<file path="src/rtl/sum8_trio_power_pkg.sv">
// Shared constants and helpers for the three-architecture 8-bit adder block.
package sum8_trio_power_pkg;

    localparam int unsigned WIDTH = 8;
    localparam int unsigned CNT_W = 32;

    // Widths of the per-architecture node vectors watched by the toggle counters
    localparam int unsigned NODE_W_RIZADO = 16;
    localparam int unsigned NODE_W_LOGICO = 24;
    localparam int unsigned NODE_W_LOOK   = 20;

    // Counter indices relative to CNT_BASE
    localparam int unsigned CNT_RIZADO = 0;
    localparam int unsigned CNT_LOGICO = 1;
    localparam int unsigned CNT_LOOK   = 2;

    // Internal carries c1..c3 of a 4-bit lookahead group, flat sum-of-products
    function automatic logic [2:0] grp_carry(input logic [3:0] g, input logic [3:0] p,
                                             input logic ci);
        logic [2:0] c;
        c[0] = g[0] | (p[0] & ci);
        c[1] = g[1] | (p[1] & g[0]) | (p[1] & p[0] & ci);
        c[2] = g[2] | (p[2] & g[1]) | (p[2] & p[1] & g[0]) | (p[2] & p[1] & p[0] & ci);
        return c;
    endfunction

endpackage

</file>
<file path="src/rtl/sum8_toggle_counter.sv">
// Counts bit transitions of a node vector between accepted operations.
module sum8_toggle_counter #(
    parameter int unsigned NODE_W = sum8_trio_power_pkg::NODE_W_LOGICO,
    parameter int unsigned CNT_W  = sum8_trio_power_pkg::CNT_W
) (
    input  logic              clk,
    input  logic              rst_n,
    input  logic              en_i,
    input  logic              clr_i,
    input  logic [NODE_W-1:0] nodes_i,
    output logic [CNT_W-1:0]  cnt_o
);

    logic [NODE_W-1:0] hist_q, hist_d;
    logic [CNT_W-1:0]  cnt_q, cnt_d;
    logic [NODE_W-1:0] diff;
    logic [CNT_W-1:0]  pc;
    logic [CNT_W:0]    sum_ext;

    // Popcount of toggled nodes, saturating accumulate; clear overrides the count only
    always_comb begin
        diff = nodes_i ^ hist_q;
        pc   = '0;
        for (int i = 0; i < int'(NODE_W); i++) begin
            pc = pc + CNT_W'(diff[i]);
        end
        sum_ext = {1'b0, cnt_q} + {1'b0, pc};
        hist_d  = hist_q;
        cnt_d   = cnt_q;
        if (en_i) begin
            hist_d = nodes_i;
            cnt_d  = sum_ext[CNT_W] ? '1 : sum_ext[CNT_W-1:0];
        end
        if (clr_i) begin
            cnt_d = '0;
        end
    end

    // History and counter state
    always_ff @(posedge clk or negedge rst_n) begin
        if (!rst_n) begin
            hist_q <= '0;
            cnt_q  <= '0;
        end else begin
            hist_q <= hist_d;
            cnt_q  <= cnt_d;
        end
    end

    assign cnt_o = cnt_q;

endmodule

</file>
<file path="src/rtl/sum8_trio_power.sv">
// Registered 8-bit adder built three ways, with per-architecture toggle counters.
module sum8_trio_power #(
    parameter int unsigned WIDTH    = sum8_trio_power_pkg::WIDTH,
    parameter int unsigned CNT_W    = sum8_trio_power_pkg::CNT_W,
    parameter int unsigned CNT_BASE = 0
) (
    input  logic             clk,
    input  logic             rst_n,
    input  logic [WIDTH-1:0] opr_a,
    input  logic [WIDTH-1:0] opr_b,
    input  logic             cin,
    input  logic             in_valid,
    output logic [WIDTH-1:0] suma_rizado,
    output logic             carry_rizado,
    output logic [WIDTH-1:0] suma_logico,
    output logic             carry_logico,
    output logic [WIDTH-1:0] suma_look,
    output logic             carry_look,
    output logic             out_valid,
    output logic             mismatch,
    input  logic [1:0]       cnt_sel,
    input  logic             cnt_clr,
    output logic [CNT_W-1:0] cnt_data
);
    import sum8_trio_power_pkg::*;

    logic [WIDTH:0]   c_r, c_l, c_k;
    logic [WIDTH-1:0] s_r, s_l, s_k;
    logic [WIDTH-1:0] g, p;
    logic             gp0, gg0, gp1, gg1;

    logic [WIDTH:0] res_r_q, res_r_d, res_l_q, res_l_d, res_k_q, res_k_d;
    logic           out_valid_q, out_valid_d, mismatch_q, mismatch_d;

    logic [NODE_W_RIZADO-1:0] nodes_r;
    logic [NODE_W_LOGICO-1:0] nodes_l;
    logic [NODE_W_LOOK-1:0]   nodes_k;
    logic [CNT_W-1:0]         cnt_r, cnt_l, cnt_k;

    assign g = opr_a & opr_b;
    assign p = opr_a ^ opr_b;

    // Ripple-carry chain
    always_comb begin
        c_r[0] = cin;
        for (int i = 0; i < int'(WIDTH); i++) begin
            s_r[i]   = opr_a[i] ^ opr_b[i] ^ c_r[i];
            c_r[i+1] = (opr_a[i] & opr_b[i]) | (c_r[i] & (opr_a[i] ^ opr_b[i]));
        end
    end

    // Each carry expanded independently as a flat OR of generate/propagate products
    always_comb begin
        logic acc, prod;
        c_l[0] = cin;
        for (int i = 0; i < int'(WIDTH); i++) begin
            acc = 1'b0;
            for (int k = 0; k <= i; k++) begin
                prod = g[k];
                for (int m = k + 1; m <= i; m++) begin
                    prod = prod & p[m];
                end
                acc = acc | prod;
            end
            prod = cin;
            for (int m = 0; m <= i; m++) begin
                prod = prod & p[m];
            end
            c_l[i+1] = acc | prod;
        end
        s_l = p ^ c_l[WIDTH-1:0];
    end

    // Two 4-bit lookahead groups; group generates exclude the incoming carry
    always_comb begin
        gp0 = &p[3:0];
        gg0 = g[3] | (p[3] & g[2]) | (p[3] & p[2] & g[1]) | (p[3] & p[2] & p[1] & g[0]);
        gp1 = &p[7:4];
        gg1 = g[7] | (p[7] & g[6]) | (p[7] & p[6] & g[5]) | (p[7] & p[6] & p[5] & g[4]);
        c_k[0]   = cin;
        c_k[3:1] = grp_carry(g[3:0], p[3:0], cin);
        c_k[4]   = gg0 | (gp0 & cin);
        c_k[7:5] = grp_carry(g[7:4], p[7:4], c_k[4]);
        c_k[8]   = gg1 | (gp1 & c_k[4]);
        s_k      = p ^ c_k[7:0];
    end

    assign nodes_r = {s_r, c_r[WIDTH:1]};
    assign nodes_l = {s_l, g, p};
    assign nodes_k = {s_k, c_k[WIDTH:1], gp0, gg0, gp1, gg1};

    // Result load on accepted operands, hold otherwise
    always_comb begin
        res_r_d     = res_r_q;
        res_l_d     = res_l_q;
        res_k_d     = res_k_q;
        mismatch_d  = mismatch_q;
        out_valid_d = in_valid;
        if (in_valid) begin
            res_r_d    = {c_r[WIDTH], s_r};
            res_l_d    = {c_l[WIDTH], s_l};
            res_k_d    = {c_k[WIDTH], s_k};
            mismatch_d = (res_r_d != res_l_d) || (res_r_d != res_k_d);
        end
    end

    // Result registers
    always_ff @(posedge clk or negedge rst_n) begin
        if (!rst_n) begin
            res_r_q     <= '0;
            res_l_q     <= '0;
            res_k_q     <= '0;
            out_valid_q <= 1'b0;
            mismatch_q  <= 1'b0;
        end else begin
            res_r_q     <= res_r_d;
            res_l_q     <= res_l_d;
            res_k_q     <= res_k_d;
            out_valid_q <= out_valid_d;
            mismatch_q  <= mismatch_d;
        end
    end

    assign {carry_rizado, suma_rizado} = res_r_q;
    assign {carry_logico, suma_logico} = res_l_q;
    assign {carry_look, suma_look}     = res_k_q;
    assign out_valid                   = out_valid_q;
    assign mismatch                    = mismatch_q;

    sum8_toggle_counter #(.NODE_W(NODE_W_RIZADO), .CNT_W(CNT_W)) u_cnt_rizado (
        .clk     (clk),
        .rst_n   (rst_n),
        .en_i    (in_valid),
        .clr_i   (cnt_clr),
        .nodes_i (nodes_r),
        .cnt_o   (cnt_r)
    );

    sum8_toggle_counter #(.NODE_W(NODE_W_LOGICO), .CNT_W(CNT_W)) u_cnt_logico (
        .clk     (clk),
        .rst_n   (rst_n),
        .en_i    (in_valid),
        .clr_i   (cnt_clr),
        .nodes_i (nodes_l),
        .cnt_o   (cnt_l)
    );

    sum8_toggle_counter #(.NODE_W(NODE_W_LOOK), .CNT_W(CNT_W)) u_cnt_look (
        .clk     (clk),
        .rst_n   (rst_n),
        .en_i    (in_valid),
        .clr_i   (cnt_clr),
        .nodes_i (nodes_k),
        .cnt_o   (cnt_k)
    );

    // Counter readback; unmapped selects return zero
    always_comb begin
        int unsigned sel_idx;
        sel_idx  = 32'(cnt_sel);
        cnt_data = '0;
        if (sel_idx == CNT_BASE + CNT_RIZADO) begin
            cnt_data = cnt_r;
        end else if (sel_idx == CNT_BASE + CNT_LOGICO) begin
            cnt_data = cnt_l;
        end else if (sel_idx == CNT_BASE + CNT_LOOK) begin
            cnt_data = cnt_k;
        end
    end

endmodule

</file>
<file path="config.mk">
export PLATFORM = sky130hd
export DESIGN_NAME = sum8_trio_power
export DESIGN_NICKNAME = d
export VERILOG_FILES = /design/src/rtl/sum8_trio_power_pkg.sv /design/src/rtl/sum8_toggle_counter.sv /design/src/rtl/sum8_trio_power.sv
export SDC_FILE = /design/constraint.sdc
export NUM_CORES = 1
export LEC_CHECK = 0
export BUFFER_PORTS_ARGS = -buffer_cell sky130_fd_sc_hd__buf_2
export CORE_MARGIN = 3
export CORE_UTILIZATION = 45
export DETAILED_ROUTE_END_ITERATION = 6
export HOLD_SLACK_MARGIN = 0.15
export PLACE_DENSITY = 0.63
export SLEW_MARGIN = 25
export SYNTH_ARGS = -nofsm -noshare
export SYNTH_HDL_FRONTEND = slang
export SYNTH_HIERARCHICAL = 1
export SYNTH_SLANG_ARGS = --single-unit
</file>
<file path="constraint.sdc">
create_clock -name clk -period 8.95 [get_ports clk]
set_clock_uncertainty 0.05 [all_clocks]
set_input_delay 0.895 -clock clk [delete_from_list [all_inputs] [get_ports clk]]
set_output_delay 0.895 -clock clk [all_outputs]
set_load 0.02 [all_outputs]
</file>
# Word level (Yosys, flattened, before mapping)

Cells that the tools add are included.

Word-level logic and storage cells: 252
Bits in registers: 185
Output and inout port bits: 61
Bits of input ports: 23

Mux-type cells: 12
Reduce and logical (&&, ||, !) cells: 5
Eq/ne operators: 4
Bitwise gates (word level): 160
Add/sub/neg operators: 60

Operator list:

| cell                                                | count |
|---|---|
| adder 32 x 1 -> 32 bit                              | 54 |
| 2-to-1 mux 32 bit                                   | 12 |
| adder 32 x 32 -> 33 bit                             | 3 |
| bitwise AND 1 bit                                   | 75 |
| OR 1 bit                                            | 62 |
| XOR 24 bit                                          | 1 |
| XOR 8 bit                                           | 3 |
| XOR 20 bit                                          | 1 |
| inequality test 9 bit                               | 2 |
| XOR 1 bit                                           | 16 |
| XOR 16 bit                                          | 1 |
| bitwise AND 8 bit                                   | 1 |
| AND reduction 4 bit                                 | 2 |
| adder 1 x 1 -> 2 bit                                | 3 |
| equality test 2 x 1 -> 1 bit, second input constant | 1 |
| equality test 2 bit, second input constant          | 1 |
| zero test 2 bit                                     | 1 |
| nonzero test 2 bit                                  | 1 |
| logical OR 1 bit                                    | 1 |

# Depth between registers and ports, before layout

Depth after elaboration: 43
Gate-level depth with buffers: 26
Depth with buffers taken out: 24

# Hierarchy

The synthesis kept the hierarchy.

Modules (own cells, without submodules):

| module                              | sequential area each (sq um) | instances | cells each | area an instance (sq um) |
|---|---|---|---|---|
| sum8_toggle_counter at u_cnt_logico | 1401.3                       | 1         | 350        | 3708.6 |
| sum8_toggle_counter at u_cnt_look   | 1301.2                       | 1         | 302        | 3350.7 |
| sum8_toggle_counter at u_cnt_rizado | 1201.2                       | 1         | 285        | 3047.9 |
| sum8_trio_power                     | 625.6                        | 1         | 293        | 2561.2 |

# Worst setup path after synthesis

No wires, ideal clock.

Path type: input -> register
Start point: input port opr_a[0]
End point: register u_cnt_rizado.cnt_q[9] (netlist: u_cnt_rizado/cnt_o[9])
Buffers on the path: 1
Arrival time: 7652 ps
Setup time: 104 ps
Stages on the path: 25
Path slack: 1144 ps
Required time: 8796 ps
Path through: fa_1 fa_1 inv_1 fa_1 fa_1 fa_1 fa_1 fa_1 inv_1 xnor2_1 fa_1 inv_1 fa_1 fa_1 inv_1 fa_1 fa_1 inv_1 fa_1 a21oi_1 o21ai_0 clkbuf_1 nand4_2 and4_4 a221oi_1

Elaborated cells between the ends (all ways): 46
Those cells by class: add/sub (16); mux (3); bitwise (27)

RTL lines:

| item                                   | RTL line                  | RTL |
|---|---|---|
| from (decl)                            | sum8_trio_power.sv:9      | `input logic [WIDTH-1:0] opr_a,` |
| XOR 1 bit                              | sum8_trio_power.sv:48     | `c_r[i+1] = (opr_a[i] & opr_b[i]) \| (c_r[i] & (opr_a[i] ^ opr_b[i]));` |
| bitwise AND 1 bit                      | sum8_trio_power.sv:48     |  |
| OR 1 bit *                             | sum8_trio_power.sv:48     |  |
| bitwise AND 1 bit *                    | sum8_trio_power.sv:48     |  |
| OR 1 bit *                             | sum8_trio_power.sv:48     |  |
| named net c_r[2]                       | sum8_trio_power.sv:27     | `logic [WIDTH:0] c_r, c_l, c_k;` |
| bitwise AND 1 bit *                    | sum8_trio_power.sv:48     |  |
| OR 1 bit *                             | sum8_trio_power.sv:48     |  |
| [... 6 more ...]                       | --                        |  |
| XOR 1 bit *                            | sum8_trio_power.sv:47     | `s_r[i] = opr_a[i] ^ opr_b[i] ^ c_r[i];` |
| named net nodes_r[14]                  | sum8_trio_power.sv:35     | `logic [NODE_W_RIZADO-1:0] nodes_r;` |
| XOR 16 bit *                           | sum8_toggle_counter.sv:22 | `diff = nodes_i ^ hist_q;` |
| adder 32 x 1 -> 32 bit * (2 in series) | sum8_toggle_counter.sv:25 | `pc = pc + CNT_W'(diff[i]);` |
| adder 32 x 32 -> 33 bit *              | sum8_toggle_counter.sv:27 | `sum_ext = {1'b0, cnt_q} + {1'b0, pc};` |
| 2-to-1 mux 32 bit *                    | sum8_toggle_counter.sv:32 | `cnt_d = sum_ext[CNT_W] ? '1 : sum_ext[CNT_W-1:0];` |
| 2-to-1 mux 32 bit *                    | sum8_toggle_counter.sv:30 | `if (en_i) begin` |
| 2-to-1 mux 32 bit *                    | sum8_toggle_counter.sv:34 | `if (clr_i) begin` |
| to (signal assigned)                   | sum8_toggle_counter.sv:46 | `cnt_q <= cnt_d;` |
| to (decl)                              | sum8_toggle_counter.sv:15 | `logic [CNT_W-1:0] cnt_q, cnt_d;` |

The timed path passes the listed nets; every way through them passes the cells marked *. The select of a mux whose other input is x is not followed.
A chain may end at the register's enable or synchronous reset.

# Worst setup path in the final report

Start point: input port cin
End point: register u_cnt_rizado.cnt_q[9] (netlist: u_cnt_rizado/cnt_o[9])

Elaborated cells between the ends (all ways): 44
Those cells by class: add/sub (16); mux (3); bitwise (25)

RTL lines:

| item                                 | RTL line                  | RTL |
|---|---|---|
| from (decl)                          | sum8_trio_power.sv:11     | `input logic cin,` |
| bitwise AND 1 bit                    | sum8_trio_power.sv:48     |  |
| OR 1 bit                             | sum8_trio_power.sv:48     |  |
| bitwise AND 1 bit                    | sum8_trio_power.sv:48     |  |
| OR 1 bit                             | sum8_trio_power.sv:48     |  |
| named net c_r[2]                     | sum8_trio_power.sv:27     |  |
| bitwise AND 1 bit                    | sum8_trio_power.sv:48     |  |
| OR 1 bit                             | sum8_trio_power.sv:48     |  |
| bitwise AND 1 bit                    | sum8_trio_power.sv:48     |  |
| [... 5 more ...]                     | --                        |  |
| XOR 1 bit                            | sum8_trio_power.sv:47     |  |
| named net nodes_r[14]                | sum8_trio_power.sv:35     |  |
| XOR 16 bit                           | sum8_toggle_counter.sv:22 |  |
| adder 32 x 1 -> 32 bit (2 in series) | sum8_toggle_counter.sv:25 |  |
| adder 32 x 32 -> 33 bit              | sum8_toggle_counter.sv:27 |  |
| 2-to-1 mux 32 bit                    | sum8_toggle_counter.sv:32 |  |
| 2-to-1 mux 32 bit                    | sum8_toggle_counter.sv:30 |  |
| 2-to-1 mux 32 bit                    | sum8_toggle_counter.sv:34 |  |

The timed path passes the listed nets, and every way through them passes these cells. The select of a mux whose other input is x is not followed.

==> impl_summary.log <==
INFO  metric floorplan.rows = 60
INFO  metric synth.distinct_cells = 91
INFO  metric final-hold-violation-count = 0
INFO  metric netSwitchingPower = 0.00288 W
INFO  metric antenna_violations_before_repair = 0
INFO  metric syn-mean-instance-area = 10.3 um^2
INFO  metric post-cts-setup-buffers = 0
INFO  metric routed_wirelength = 32900 um
INFO  metric netlist_instances = 1230
INFO  metric slowest_delay = 550 ps
INFO  metric synth-async-reset-ratio = 100%
INFO  metric power.density = 437 mW/mm^2
INFO  metric synth_edf_count = 0
INFO  metric yosysMostFrequentCell = sky130_fd_sc_hd__dfrtp_1
INFO  metric netlist.area_leader.share = 35.8%
INFO  metric worst_ep_arrival_time = 8730 ps
INFO  metric gr-usage-all-layers = 21.8%
INFO  metric fp.dieArea = 0.0302 mm^2
INFO  metric vias = 9894
INFO  metric postSynthNetCount = 1348
INFO  metric achievable-frequency = 0.118 GHz
INFO  metric critical_path.reg2reg.endpoint = u_cnt_logico/cnt_o[13]
INFO  metric timing.critical_path.to_type = register
INFO  metric power.share.clock = 13.3%
INFO  metric reg2regPathDepth = 17
INFO  metric grt_max_degree = 108
INFO  metric drt_iter0_drc = 934
INFO  metric crit_path_max_fanout = 18
INFO  metric io_pins = 84
INFO  metric timing.slew.headroom = 37.7%
INFO  metric clock_tree.buffer_depth = 2
INFO  metric postSynth.topFlopCell = sky130_fd_sc_hd__dfrtp_1
INFO  metric cell_internal_pwr = 0.00320 W
INFO  metric layout.nets = 1392
INFO  metric number_of_synthesized_register_bits = 181
INFO  metric grt_pass1_vias = 9507
INFO  metric synth.area.top_cells = sky130_fd_sc_hd__dfrtp_1 (36%), sky130_fd_sc_hd__fa_1 (8.7%), sky130_fd_sc_hd__mux2_2 (7.3%)
INFO  metric synth.yosys.seq_area_share = 35.8%
INFO  metric die_x = 174 um
INFO  metric cts_tree = built
INFO  metric place_congestion = 0.879
INFO  metric critical_path.startpoint = cin
INFO  metric cp_slowest_cell = sky130_fd_sc_hd__o21ai_0
INFO  metric grt_first_pass_wirelength = 53500 um
INFO  metric postLayoutCellArea = 0.0139 mm^2
INFO  metric pwr-share-comb = 69.9%
INFO  metric peakVddDrop = 0.524 mV
INFO  metric die_h = 174 um
INFO  metric r2r_start = u_cnt_logico/hist_q[18]
INFO  metric clock_latency = 440 ps
INFO  metric numPortBuffers = 83
INFO  metric dp_hpwl = 23900 um
INFO  metric netSwitchingFraction = 47.4%
INFO  metric commonest_cells_post_synth = sky130_fd_sc_hd__dfrtp_1 (181), sky130_fd_sc_hd__mux2_2 (82), sky130_fd_sc_hd__inv_1 (79)
INFO  metric cts.sink_count = 181
INFO  metric number_of_max_capacitance_violations_reported = 0
INFO  metric timing.setup.critical_path_class = in -> reg
INFO  metric hold_path_class = reg -> reg
INFO  metric fin_hold_ws = 453 ps
INFO  metric cp-endpoint = u_cnt_rizado/cnt_o[9]
INFO  metric number_of_vias_per_cell = 5.96
INFO  metric instance_area_at_placement = 0.0133 mm^2
INFO  metric area.growth.synth_to_final = 9.87%
INFO  metric max_slew.worst_pin.slew = 935 ps
INFO  metric finalMaxSlewViolations = 0
INFO  metric routed_wire_length_per_instance = 19.9 um
INFO  metric crit_top_cell = sky130_fd_sc_hd__fa_1
INFO  metric p_leak = 6.08 nW
INFO  metric tns = 0 ps
INFO  metric drive_above_1_share = 19.4%
INFO  metric synth.largest_area_cell = sky130_fd_sc_hd__dfrtp_1
INFO  metric clk_pin_slew_worst_paths = 70 ps
INFO  metric drtAntennaViolNets = 0
INFO  metric n_antenna_cell = 0
INFO  metric synth.cell_area = 0.0127 mm^2
INFO  metric data_required_time_at_the_worst_endpoint = 9230 ps
INFO  metric period_share = 94.4%
INFO  metric htree_num_levels = 4
INFO  metric post-route-min-period = 8450 ps
INFO  metric drc_violations_left = 0
INFO  metric timing.final.setup_violations = 0
INFO  metric grt_remaining_overflow = 0
INFO  metric cts-buffers-inserted = 17
INFO  metric cts_root_buf = sky130_fd_sc_hd__clkbuf_16
INFO  metric grt_setup_unrepaired = no
INFO  metric run_status = complete, no violations
INFO  metric share_seq_of_total_power = 16.8%
INFO  metric r2r_slack = 3100 ps
INFO  metric fp.coreArea = 0.0273 mm^2
INFO  metric dr.pass1.iters = 5
INFO  metric cp-start-kind = input pin
INFO  metric n_fill_cell = 2522
INFO  metric initial_core_util = 46.4%
INFO  metric ys.warnings.count = 6
worst min path at each step:
stage                           startpoint  slack (ps)                endpoint  depth (start not counted)
floorplan           u_cnt_logico/cnt_o[12]         420  u_cnt_logico/cnt_o[12]                          1
global placement                res_l_q[5]         440              res_l_q[5]                          1
detailed placement              res_l_q[5]         440              res_l_q[5]                          1
CTS                             res_l_q[5]         460              res_l_q[5]                          1
global route                    res_l_q[5]         470              res_l_q[5]                          1
finish                          res_l_q[3]         450              res_l_q[3]                          1
critical path: cells and delay by family:
family	cells	cell delay (ps)
AOI/OAI and AO/OA	3	910
xor gates and xnor gates	1	140
adders and majority gates	13	5500
buffers and inverters	6	480
and+or+nand+nor	2	770
routing by layer:
| metal | vias up | part of all wire (%) | global-route usage (%) |
|---|---|---|---|
| li1 | 4578 | - | - |
| met1 | 5012 | 48 | 34.0 |
| met2 | 288 | 46 | 32.6 |
| met3 | 16 | 5.3 | 3.13 |
| met4 | 0 | 0.75 | 3.69 |
| met5 | - | 0 | 0 |
logic make-up (layout without fill, tap and decap cells):
family / after synthesis / after routing / share of synthesized area (%)
flops: 181 / 181 / 35.8
mux: 117 / 117 / 10.1
fa+ha+maj: 95 / 95 / 12.6
buf+inv: 148 / 205 / 5.17
xor+xnor: 91 / 91 / 6.35
simple gates: 328 / 328 / 14.7
compound gates: 270 / 270 / 15.3
sequential cells by signal, summed over array words and instances, names as in the netlist:
register	flops
u_cnt_look/hist_q	20
res_l_q	7
mismatch	1
u_cnt_logico/cnt_o	32
u_cnt_look/cnt_o	32
u_cnt_logico/hist_q	24
u_cnt_rizado/cnt_o	32
res_r_q	7
out_valid	1
res_k_q	9
u_cnt_rizado/hist_q	16
layout make-up:
type                            instances  area, um^2  share of cell area (%)
Clock buffer                           19         433                    3.11
Clock inverter                         13         183                    1.31
Inverter                               81         307                    2.20
Multi-Input combinational cell        901        7500                    53.9
Sequential cell                       181        4530                    32.5
Tap cell                              372         465                    3.34
Timing Repair Buffer                   92         505                    3.63
power by group through the flow:
stage / Combinational (W) / Sequential (W) / Clock, W
detailed placement: 0.00425 / 0.00104 / 0
CTS: 0.00429 / 0.00102 / 0.000826
global placement: 0.00417 / 0.00103 / 0
finish: 0.00425 / 0.00102 / 0.000809
global route: 0.00482 / 0.00104 / 0.000863
floorplan: 0.00325 / 0.00104 / 0
cell usage in the layout (no fill, tap or decap), types with 6 or more instances in the layout:
cell type and instances:
sky130_fd_sc_hd__a31oi_1 35, sky130_fd_sc_hd__dfrtp_1 181, sky130_fd_sc_hd__a211oi_1 24, sky130_fd_sc_hd__buf_4 7, sky130_fd_sc_hd__nor2_1 70, sky130_fd_sc_hd__nor3_1 34
sky130_fd_sc_hd__a311oi_1 33, sky130_fd_sc_hd__buf_2 81, sky130_fd_sc_hd__a21o_1 11, sky130_fd_sc_hd__xnor2_1 46, sky130_fd_sc_hd__nor4_1 10, sky130_fd_sc_hd__inv_6 6
sky130_fd_sc_hd__a21oi_1 44, sky130_fd_sc_hd__clkbuf_16 17, sky130_fd_sc_hd__o21ai_0 47, sky130_fd_sc_hd__and4_1 26, sky130_fd_sc_hd__mux2_2 82, sky130_fd_sc_hd__nand2_1 62
sky130_fd_sc_hd__o21a_1 7, sky130_fd_sc_hd__ha_1 40, sky130_fd_sc_hd__and2_1 13, sky130_fd_sc_hd__nand4_1 22, sky130_fd_sc_hd__mux2i_1 35, sky130_fd_sc_hd__fa_1 55
sky130_fd_sc_hd__inv_1 79, sky130_fd_sc_hd__xor2_1 44, sky130_fd_sc_hd__a41oi_1 13, sky130_fd_sc_hd__o2111ai_1 6, sky130_fd_sc_hd__and3_1 20, sky130_fd_sc_hd__nand3_1 22
sky130_fd_sc_hd__o21bai_1 6
stage by stage:
step	power [W]	instances	utilization [%]	setup slack, ps
6_report	0.00608	1659	50.9	500
5_1_grt	0.00672	1659	50.9	76.2
4_1_cts	0.00614	1659	50.9	312
3_5_place_dp	0.00529	1627	48.6	-127
3_3_place_gp	0.00520	1627	48.6	86.2
2_1_floorplan	0.00429	1230	-	1140
what timing repair did:
item                                    4_1_cts  5_1_grt
endpoints found under the setup margin        0        6
gates resized for setup                       0        1
hold buffers                                  0        0
Note: power is estimated with default switching activity, not from simulation.
